==> config.mk <==
export PLATFORM = sky130hd
export DESIGN_NAME = reg_spi_bridge
export DESIGN_NICKNAME = d
export VERILOG_FILES = /design/src/rtl/regPKG.sv /design/src/rtl/spi_in_sync.sv /design/src/rtl/reg_spi_bridge.sv
export SDC_FILE = /design/constraint.sdc
export NUM_CORES = 1
export LEC_CHECK = 0
export BUFFER_PORTS_ARGS = -buffer_cell sky130_fd_sc_hd__buf_2
export CELL_PAD_IN_SITES_DETAIL_PLACEMENT = 0
export CELL_PAD_IN_SITES_GLOBAL_PLACEMENT = 1
export CORE_UTILIZATION = 40
export CTS_BUF_LIST = sky130_fd_sc_hd__clkbuf_16
export DETAILED_ROUTE_END_ITERATION = 12
export PLACE_DENSITY_LB_ADDON = 0.1
export SLEW_MARGIN = 20
export SYNTH_ARGS = -nofsm -noshare
export SYNTH_HDL_FRONTEND = slang
export SYNTH_SLANG_ARGS = --single-unit
==> constraint.sdc <==
create_clock -name clk -period 2.91 [get_ports clk]
set_clock_uncertainty 0.15 [all_clocks]
set_input_delay 0.1455 -clock clk [delete_from_list [all_inputs] [get_ports clk]]
set_output_delay 0.1455 -clock clk [all_outputs]
set_load 0.005 [all_outputs]
==> src/rtl/regPKG.sv <==
// Shared register-bus types and SPI frame geometry for the SPI-to-register bridge.
// Contents: address/data widths and types, frame/command bit counts, counter width.
package regPKG;

    localparam int REG_ADDRWIDTH = 4;
    localparam int REG_DATAWIDTH = 16;

    typedef logic [REG_ADDRWIDTH-1:0] reg_addr_t;
    typedef logic [REG_DATAWIDTH-1:0] reg_data_t;

    localparam int SPI_FRAME_BITS = 24;
    localparam int SPI_CMD_BITS   = 8;

    // Bit counter must reach SPI_FRAME_BITS.
    localparam int SPI_CNT_W = $clog2(SPI_FRAME_BITS + 1);

endpackage

==> src/rtl/spi_in_sync.sv <==
// N-flop synchronizer for one asynchronous SPI pin, with rise/fall detect.
// Ports: clk, rst (sync, active-high), din (async pin), lvl (synced level),
//        rise/fall (one-cycle pulses on synced level transitions).
module spi_in_sync #(
    parameter int   STAGES  = 2,
    parameter logic RST_VAL = 1'b0
) (
    input  logic clk,
    input  logic rst,
    input  logic din,
    output logic lvl,
    output logic rise,
    output logic fall
);

    logic [STAGES-1:0] chain;
    logic              hist;

    always_ff @(posedge clk) begin
        if (rst) begin
            chain <= {STAGES{RST_VAL}};
            hist  <= RST_VAL;
        end else begin
            chain <= {chain[STAGES-2:0], din};
            hist  <= chain[STAGES-1];
        end
    end

    assign lvl  = chain[STAGES-1];
    assign rise = lvl & ~hist;
    assign fall = ~lvl & hist;

endmodule

==> src/rtl/reg_spi_bridge.sv <==
// SPI (mode 0) slave to register-bus bridge: 24-bit frames {RW,rsv[2:0],addr[3:0],data[15:0]}.
// Ports: clk, rst (sync, active-high), sclk/cs_n/mosi (async SPI in), miso,
//        reg_addr, reg_wdata, reg_we, reg_re (bus out), reg_rdata (bus in, one clk after reg_re).
module reg_spi_bridge
    import regPKG::*;
#(
    parameter int SYNC_STAGES = 2
) (
    input  logic      clk,
    input  logic      rst,
    input  logic      sclk,
    input  logic      cs_n,
    input  logic      mosi,
    output logic      miso,
    output reg_addr_t reg_addr,
    output reg_data_t reg_wdata,
    output logic      reg_we,
    output logic      reg_re,
    input  reg_data_t reg_rdata
);

    typedef enum logic [1:0] {
        IDLE,
        CMD,
        DATA,
        TAIL
    } state_t;

    localparam logic [SPI_CNT_W-1:0] CMD_LAST   = SPI_CNT_W'(SPI_CMD_BITS - 1);
    localparam logic [SPI_CNT_W-1:0] FRAME_LAST = SPI_CNT_W'(SPI_FRAME_BITS - 1);
    localparam logic [2:0]           SETTLE     = 3'(SYNC_STAGES + 1);

    logic sclk_lvl, sclk_rise, sclk_fall;
    logic cs_lvl, cs_rise, cs_fall;
    logic mosi_lvl, mosi_rise, mosi_fall;
    logic unused_edges;

    spi_in_sync #(.STAGES(SYNC_STAGES), .RST_VAL(1'b0)) u_sync_sclk (
        .clk (clk),
        .rst (rst),
        .din (sclk),
        .lvl (sclk_lvl),
        .rise(sclk_rise),
        .fall(sclk_fall)
    );

    spi_in_sync #(.STAGES(SYNC_STAGES), .RST_VAL(1'b1)) u_sync_cs (
        .clk (clk),
        .rst (rst),
        .din (cs_n),
        .lvl (cs_lvl),
        .rise(cs_rise),
        .fall(cs_fall)
    );

    spi_in_sync #(.STAGES(SYNC_STAGES), .RST_VAL(1'b0)) u_sync_mosi (
        .clk (clk),
        .rst (rst),
        .din (mosi),
        .lvl (mosi_lvl),
        .rise(mosi_rise),
        .fall(mosi_fall)
    );

    assign unused_edges = ^{sclk_lvl, mosi_rise, mosi_fall};

    state_t                 state;
    logic [SPI_CNT_W-1:0]   cnt;
    // Only the last 15 bits are ever needed: bit 6 holds RW at the 8th
    // rising edge, and the low 15 bits plus mosi form the data word.
    logic [REG_DATAWIDTH-2:0] sh_in;
    reg_data_t              sh_out;
    logic                   rw;
    logic                   cap;
    logic                   we_pend;
    // After reset the cs_n synchronizer starts high; if the pin is really
    // low this would look like a falling edge. A frame is only accepted
    // once cs_n has been seen high after the chain has settled.
    logic                   armed;
    logic [2:0]             settle;
    logic                   settle_done;

    assign settle_done = (settle == SETTLE);

    always_ff @(posedge clk) begin
        if (rst) begin
            state     <= IDLE;
            cnt       <= '0;
            sh_in     <= '0;
            sh_out    <= '0;
            rw        <= 1'b0;
            cap       <= 1'b0;
            we_pend   <= 1'b0;
            armed     <= 1'b0;
            settle    <= '0;
            miso      <= 1'b0;
            reg_addr  <= '0;
            reg_wdata <= '0;
            reg_we    <= 1'b0;
            reg_re    <= 1'b0;
        end else begin
            reg_we  <= we_pend;
            we_pend <= 1'b0;
            reg_re  <= 1'b0;
            cap     <= reg_re;

            if (!settle_done) begin
                settle <= settle + 3'd1;
            end
            if (!armed && settle_done && cs_lvl) begin
                armed <= 1'b1;
            end

            if (state != IDLE && cs_rise) begin
                state <= IDLE;
                miso  <= 1'b0;
            end else begin
                unique case (state)
                    IDLE: begin
                        miso <= 1'b0;
                        if (cs_fall && armed) begin
                            state  <= CMD;
                            cnt    <= '0;
                            sh_in  <= '0;
                            sh_out <= '0;
                        end
                    end

                    CMD: begin
                        miso <= 1'b0;
                        if (sclk_rise) begin
                            sh_in <= {sh_in[REG_DATAWIDTH-3:0], mosi_lvl};
                            cnt   <= cnt + 1'b1;
                            if (cnt == CMD_LAST) begin
                                rw       <= sh_in[SPI_CMD_BITS-2];
                                reg_addr <= {sh_in[REG_ADDRWIDTH-2:0], mosi_lvl};
                                reg_re   <= ~sh_in[SPI_CMD_BITS-2];
                                state    <= DATA;
                            end
                        end
                    end

                    DATA: begin
                        if (cap) begin
                            sh_out <= reg_rdata;
                        end else if (sclk_fall && !rw) begin
                            miso   <= sh_out[REG_DATAWIDTH-1];
                            sh_out <= {sh_out[REG_DATAWIDTH-2:0], 1'b0};
                        end
                        if (sclk_rise) begin
                            sh_in <= {sh_in[REG_DATAWIDTH-3:0], mosi_lvl};
                            cnt   <= cnt + 1'b1;
                            if (cnt == FRAME_LAST) begin
                                if (rw) begin
                                    reg_wdata <= {sh_in, mosi_lvl};
                                    we_pend   <= 1'b1;
                                end
                                miso  <= 1'b0;
                                state <= TAIL;
                            end
                        end
                    end

                    TAIL: begin
                        miso <= 1'b0;
                    end
                endcase
            end
        end
    end

endmodule

==> flow_summary_export.csv, run 1 <==
group,metric,value,unit
pwr,comb_power_share,0.082,
place,place_hpwl,3.73,mm
routing,ant_nets,0,
floorplanning,io_pins,44,
timing,fmax,422,MHz
synthesis,synthMuxAreaShare,0.223,
finish,multi_input_area,0.00156,sq mm
hold_path,hold_path.class,"input pin to flip-flop",
clock_tree,cts_buffer_depth,2,
pwr,power.switching,0.514,mW
synthesis,synth_edf_count,0,
floorplanning,die_h,91.2,um
synthesis,synthArstFlopShare,0,
routing,first_iter_violations,69,
pwr,seqPwrFrac,0.465,
global_routing,grt_pass1_wl,9.77,mm
global_routing,grt_usage,0.151,
place,dp_cells,444,
finish,fin_nets,386,
synthesis,synth_nets,341,
synthesis,syn_area_per_cell,10.2,sq um
clock_tree,post_cts_resized,0,
clock_tree,clkSinkCount,76,
clock_tree,cts_buffers,9,
timing,tightest_slew,0.660,ns
timing,fin_setup_tns,0,ns
global_routing,grt_pass1_vias,2066,
place,io_buffers,43,
pwr,vdd_drop_max,379,uV
worst_setup_path,critPathMaxStageDelay,0.53,ns
synthesis,synth-simple-area-share,0.179,
pwr,clkPwrFrac,0.453,
flow_run,cap_violations,0,
routing,drc,0,
synthesis,synth-compound-area-share,0.0397,
clock_tree,root_buffer,"clkbuf_16",
synthesis,postSynthCellCount,311,
worst_setup_path,cpMaxStageDelayCell,"ha_1",
pwr,finalPower,2.31,mW
finish,final_layout_size_suffix_gt1_frac,0.194,
timing,drv_slew,0,
routing,wire_per_inst,12.5,um
timing,relSlewSlack,0.559,
synthesis,synth_fa_ha_area_frac,0.0354,
routing,viasPerCell,4.71,
worst_setup_path,arrival,2.41,ns
timing,holdWs,0.0665,ns
timing,rsz0062_at_grt,"false",
global_routing,grt_max_degree,32,
clock_tree,clk_latency,0.33,ns
global_routing,antenna_found_initial,0,
pwr,power.leakage,1.61,nW
routing,drtPass1Iterations,4,
timing,setup_viol,0,
clock_tree,cts_tree,"done",
worst_setup_path,crit_path_max_fanout,22,
synthesis,netlist.area_leader.share,0.478,
pwr,power_density,612,mW/mm^2
timing,post-route-period-util,0.815,
finish,final_cells,462,
floorplanning,row_count,32,
synthesis,seq_area_frac_synth,0.478,
worst_setup_path,cp_cell_sequence,"inv_1, ha_1, o21ai_0, o31ai_4, buf_4, mux2i_1, nor2_1",
timing,hold_viol,0,
routing,vias,2177,
finish,register_area,0.00152,sq mm
synthesis,synth-seq-cells,76,
finish,antenna_cells,0,
floorplanning,fp.dieArea,0.00832,sq mm
timing,layout_min_cycle_time,2.37,ns
synthesis,synth_top_family_by_area,"multiplexers",
pwr,internal-power,1.80,mW
clock_tree,clkSlewWorstSetupHoldPaths,0.06,ns
synthesis,yosys.area.top_type,"dfxtp_1",
place,gp_congestion,0.695,
synthesis,synth_xor_area_frac,0.0110,
synthesis,yosysUniqueCellTypes,39,
floorplanning,die_w,91.2,um
worst_setup_path,endpoint_kind,"flip-flop",
finish,fin_util,0.489,
global_routing,gr-total-overflow,0,
synthesis,ys.warnings.count,0,
synthesis,synthTopCellsByArea,"dfxtp_1 48%, mux2i_1 22%, nor2_1 7.8%, nor2b_1 4.9%, ha_1 3.5%",
clock_tree,cts_max_level,3,
worst_setup_path,path_class,"flip-flop to flip-flop",
synthesis,syn_area,0.00318,sq mm
floorplanning,start_util,0.412,
floorplanning,core,0.00773,sq mm
worst_setup_path,crit_path_start_kind,"flip-flop",
outcome,status,"finished clean",
pwr,swShare,0.223,
synthesis,synth-main-ff-cell,"dfxtp_1",
finish,syn2layout_area_growth,18.7,%
finish,final.fill_count,777,
worst_setup_path,required,2.95,ns
routing,drt-total-wl,5.75,mm
[synth_stat cells, types with 2 or more instances]
cell type	number
ha_1	9
clkbuf_1	10
mux2i_1	71
buf_6	3
o21ai_0	3
nor2b_1	25
or3_1	2
a21oi_1	3
or2_2	3
inv_1	4
nor2_1	66
nand3b_1	2
dfxtp_1	76
nor3_1	2
xor2_1	4
nand2b_1	3
buf_2	2
and3_1	2
[stage by stage]
stage / setup slack [ns] / cell area, sq um
4_1_cts: 0.498 / 3780
3_3_place_gp: 0.568 / 3470
5_1_grt: 0.219 / 3780
2_1_floorplan: 0.847 / 3180
6_report: 0.539 / 3780
3_5_place_dp: 0.521 / 3470
[critical path, delay by kind of cell (launching register included)]
kind	cells	cell delay, ns
adder cells (fa/ha/maj)	1	0.53
AO/OA/AOI/OAI	2	0.49
buffers and inverters	2	0.41
multiplexers	1	0.23
AND/OR/NAND/NOR	1	0.06
flip-flops	1	0.36
[cell families (layout without fill, tap and decap cells)]
group / count (synthesis) / count (layout)
simple gates: 114 / 114
flops: 76 / 76
mux: 71 / 71
buf+inv: 21 / 70
compound gates: 16 / 16
fa+ha+maj: 9 / 9
xor+xnor: 4 / 4
[area by class of cell]
type,instances,share of cell area
timing repair buffer,50,0.0728
inverter,5,0.00497
tap,102,0.0338
clock buffer,9,0.0596
clock inverter,6,0.0149
sequential,76,0.403
multi-input combinational,214,0.411
[per-layer routing]
layer | up-vias | global-route usage | part of all wire
li1 | 1132 | - | -
met1 | 1004 | 0.191 | 0.50
met2 | 30 | 0.232 | 0.44
met5 | - | 0 | 0
met4 | 0 | 0.0754 | 0.021
met3 | 11 | 0.0444 | 0.038
[placed cells by master, fill, tap and decap left out, drive strengths merged]
master / n
dfxtp: 76
mux2i: 71
nor2: 67
buf: 47
nor2b: 25
ha: 9
clkbuf: 9
inv: 5
clkinv: 5
xor2: 4
a21oi: 4
nand2b: 3
o21ai: 3
or2: 3
dlygate4sd3: 3
and3: 2
or3: 2
nor3: 2
nand3b: 2
nor3b: 2
a211oi: 2
and3b: 1
or4: 1
nand4: 1
and4: 1
nand4b: 1
a31oi: 1
a221oi: 1
o21bai: 1
o2111ai: 1
a21boi: 1
o211ai: 1
o31ai: 1
nand3: 1
bufinv: 1
[final timing paths]
check	from	end	slack, ns	cells after the start
setup / recovery	state[0]	sh_out[3]	0.54	7
hold / removal	reg_rdata[0]	sh_out[0]	0.07	4
setup reg to reg	state[0]	sh_out[3]	0.54	7
hold reg to reg	u_sync_cs.chain[0]	u_sync_cs.chain[1]	0.27	1
[power groups by stage]
stage	registers (mW)	clock network [mW]	logic, mW
after floorplan	1.09	0	0.150
after global placement	1.10	0	0.188
after detailed placement	1.10	0	0.188
after CTS	1.07	1.08	0.192
after global routing	1.08	1.12	0.211
final	1.07	1.05	0.189
[what timing repair did]
item | 4_1_cts | 5_1_grt
setup buffers | 0 | 0
hold endpoints to repair | 3 | 0
hold buffers | 3 | 0
[flip-flops by register name (all words and copies together) (netlist names), 2 cells and up]
name,cells
reg_wdata,16
sh_out,16
sh_in,15
cnt,5
reg_addr,4
settle,3
state,2
u_sync_cs.chain,2
u_sync_mosi.chain,2
u_sync_sclk.chain,2
No activity file was read; power rests on OpenSTA's default activity.
==> run 2, diff against run 1 <==
- clock period: 2.91 -> 2.1 ns (I/O delays scaled with it)
==> flow_summary_export.csv, run 2 (synthesis gave the netlist of run 1 again) <==
group,metric,value,unit
worst_setup_path,critPathMaxStageDelay,0.35,ns
clock_tree,cts_tree,"done",
timing,setup_viol,0,
place,io_buffers,43,
timing,post-route-period-util,0.953,
flow_run,cap_violations,0,
clock_tree,cts_buffers,9,
floorplanning,die_h,91.2,um
timing,hold_viol,0,
routing,wire_per_inst,12.6,um
place,place_area,0.00357,sq mm
timing,layout_min_cycle_time,2.00,ns
routing,viasPerCell,4.70,
place,gp_congestion,0.800,
pwr,seqPwrFrac,0.445,
worst_setup_path,crit_path_start_kind,"flip-flop",
worst_setup_path,cpMaxStageDelayCell,"dfxtp_1",
routing,vias,2261,
global_routing,antenna_found_initial,0,
floorplanning,row_count,32,
finish,fin_nets,404,
floorplanning,fp.dieArea,0.00832,sq mm
worst_setup_path,endpoint_kind,"flip-flop",
floorplanning,io_pins,44,
timing,tightest_slew,0.355,ns
clock_tree,clkSinkCount,76,
finish,final_layout_size_suffix_gt1_frac,0.251,
global_routing,grt_pass1_vias,2167,
timing,relSlewSlack,0.763,
place,dp_cells,458,
timing,fmax,499,MHz
finish,reg_top3,"reg_wdata x16, sh_out x16, sh_in x15",
hold_path,hold_end,"sh_out[10]",
global_routing,grt_usage,0.159,
global_routing,grt_pass1_wl,10.4,mm
hold_path,hold_depth,2,
routing,drt-total-wl,6.07,mm
finish,final_cell_mix,"76 x dfxtp_1, 71 x mux2i_1, 66 x nor2_1, 43 x buf_2, 25 x nor2b_1",
worst_setup_path,r2r-start,"state[1]",
worst_setup_path,path_class,"flip-flop to flip-flop",
global_routing,gr-total-overflow,0,
worst_setup_path,timing.rr.end,"cnt[3]",
worst_setup_path,reg2reg_slack,0.1,ns
worst_setup_path,cp_cell_sequence,"inv_2, ha_4, nand3b_1, a211oi_4, nor2_4, or3_1, a21oi_1",
finish,final_common_cell,"dfxtp_1",
clock_tree,cts_max_level,3,
pwr,clkPwrFrac,0.462,
worst_setup_path,worstRegToRegCells,7,
finish,syn2layout_area_growth,24.6,%
global_routing,grt_max_degree,23,
clock_tree,clkSlewWorstSetupHoldPaths,0.06,ns
floorplanning,start_util,0.412,
pwr,swShare,0.238,
place,place_hpwl,4.08,mm
clock_tree,clk_latency,0.33,ns
worst_setup_path,crit_path_max_fanout,5,
finish,antenna_cells,0,
floorplanning,core,0.00773,sq mm
clock_tree,cts_buffer_depth,2,
floorplanning,die_w,91.2,um
timing,holdWs,0.00688,ns
pwr,power.switching,0.794,mW
hold_path,worstHoldStart,"rst",
clock_tree,root_buffer,"clkbuf_16",
routing,ant_nets,0,
pwr,comb_power_share,0.093,
pwr,power.leakage,1.70,nW
routing,drtPass1Iterations,4,
finish,final_cells,481,
finish,final_area,0.00397,sq mm
worst_setup_path,required,2.22,ns
hold_path,hold_path.class,"input pin to flip-flop",
pwr,finalPower,3.34,mW
pwr,vdd_drop_max,427,uV
routing,drc,0,
outcome,status,"finished clean",
worst_setup_path,arrival,2.12,ns
timing,drv_slew,0,
pwr,power_density,841,mW/mm^2
routing,first_iter_violations,55,
pwr,internal-power,2.54,mW
## run 2: cell types whose count changed in the layout (fill, tap and decap cells not counted)
cell        before  now
a211oi_2         1    0
a211oi_4         0    1
buf_12           0    1
buf_4            4   21
clkinv_1         2    0
clkinv_2         2    1
clkinv_4         1    0
clkinvlp_4       0    3
ha_1             9    7
ha_2             0    1
ha_4             0    1
inv_1            4    2
inv_2            1    3
inv_6            0    2
## run 2: worst max path at each step
stage                         from          to  cells past startpoint
after global placement    state[1]        miso                      6
after detailed placement  state[1]      cnt[3]                      7
after global routing      state[1]      cnt[3]                      7
after floorplan           state[0]  sh_out[10]                      7
after CTS                 state[1]      cnt[3]                      7
final                     state[1]      cnt[3]                      7
## run 2: what timing repair did
action | 4_1_cts | 5_1_grt
hold endpoints to repair | 3 | 0
resized for setup | 0 | 6
hold buffers | 3 | 0
setup buffers | 0 | 4
setup endpoints to repair | 0 | 37
## run 2: per-layer routing
metal / up-vias / share of wire / wire length [um] / GRT usage
li1: 1173 / - / - / -
met1: 1041 / 0.49 / 2970 / 0.203
met2: 39 / 0.45 / 2720 / 0.249
met3: 8 / 0.042 / 255 / 0.0360
met4: 0 / 0.020 / 120 / 0.0873
met5: - / 0 / 0 / 0
## run 2: per-stage QoR
stage                TNS, ns  worst slack [ns]   util
floorplan                  0            0.0370      -
global placement           0            0.0706  0.462
detailed placement         0            0.0678  0.462
CTS                        0            0.0497  0.505
global route        -0.00528          -0.00528  0.514
finish                     0            0.0977  0.514
## run 2: critical path, delay by kind of cell, from the launching register on
family / cells / cell delay, ns
compound gates: 2 / 0.48
fa+ha+maj: 1 / 0.27
buf+inv: 1 / 0.07
flops: 1 / 0.35
simple gates: 3 / 0.61
## run 2: area by class of cell
class / instances / area (sq um)
Fill cell: 720 / 3760
Multi-Input combinational cell: 214 / 1580
Sequential cell: 76 / 1520
Timing Repair Buffer: 68 / 423
Clock buffer: 9 / 225
Tap cell: 102 / 128
Clock inverter: 7 / 75.1
Inverter: 5 / 18.8
## run 2: power groups by stage
stage                     combinational [mW]  clock, mW  sequential [mW]
final                                  0.311       1.54             1.48
after global routing                   0.343       1.66             1.49
after CTS                              0.300       1.58             1.48
after detailed placement               0.293          0             1.52
after global placement                 0.291          0             1.51
after floorplan                        0.208          0             1.52
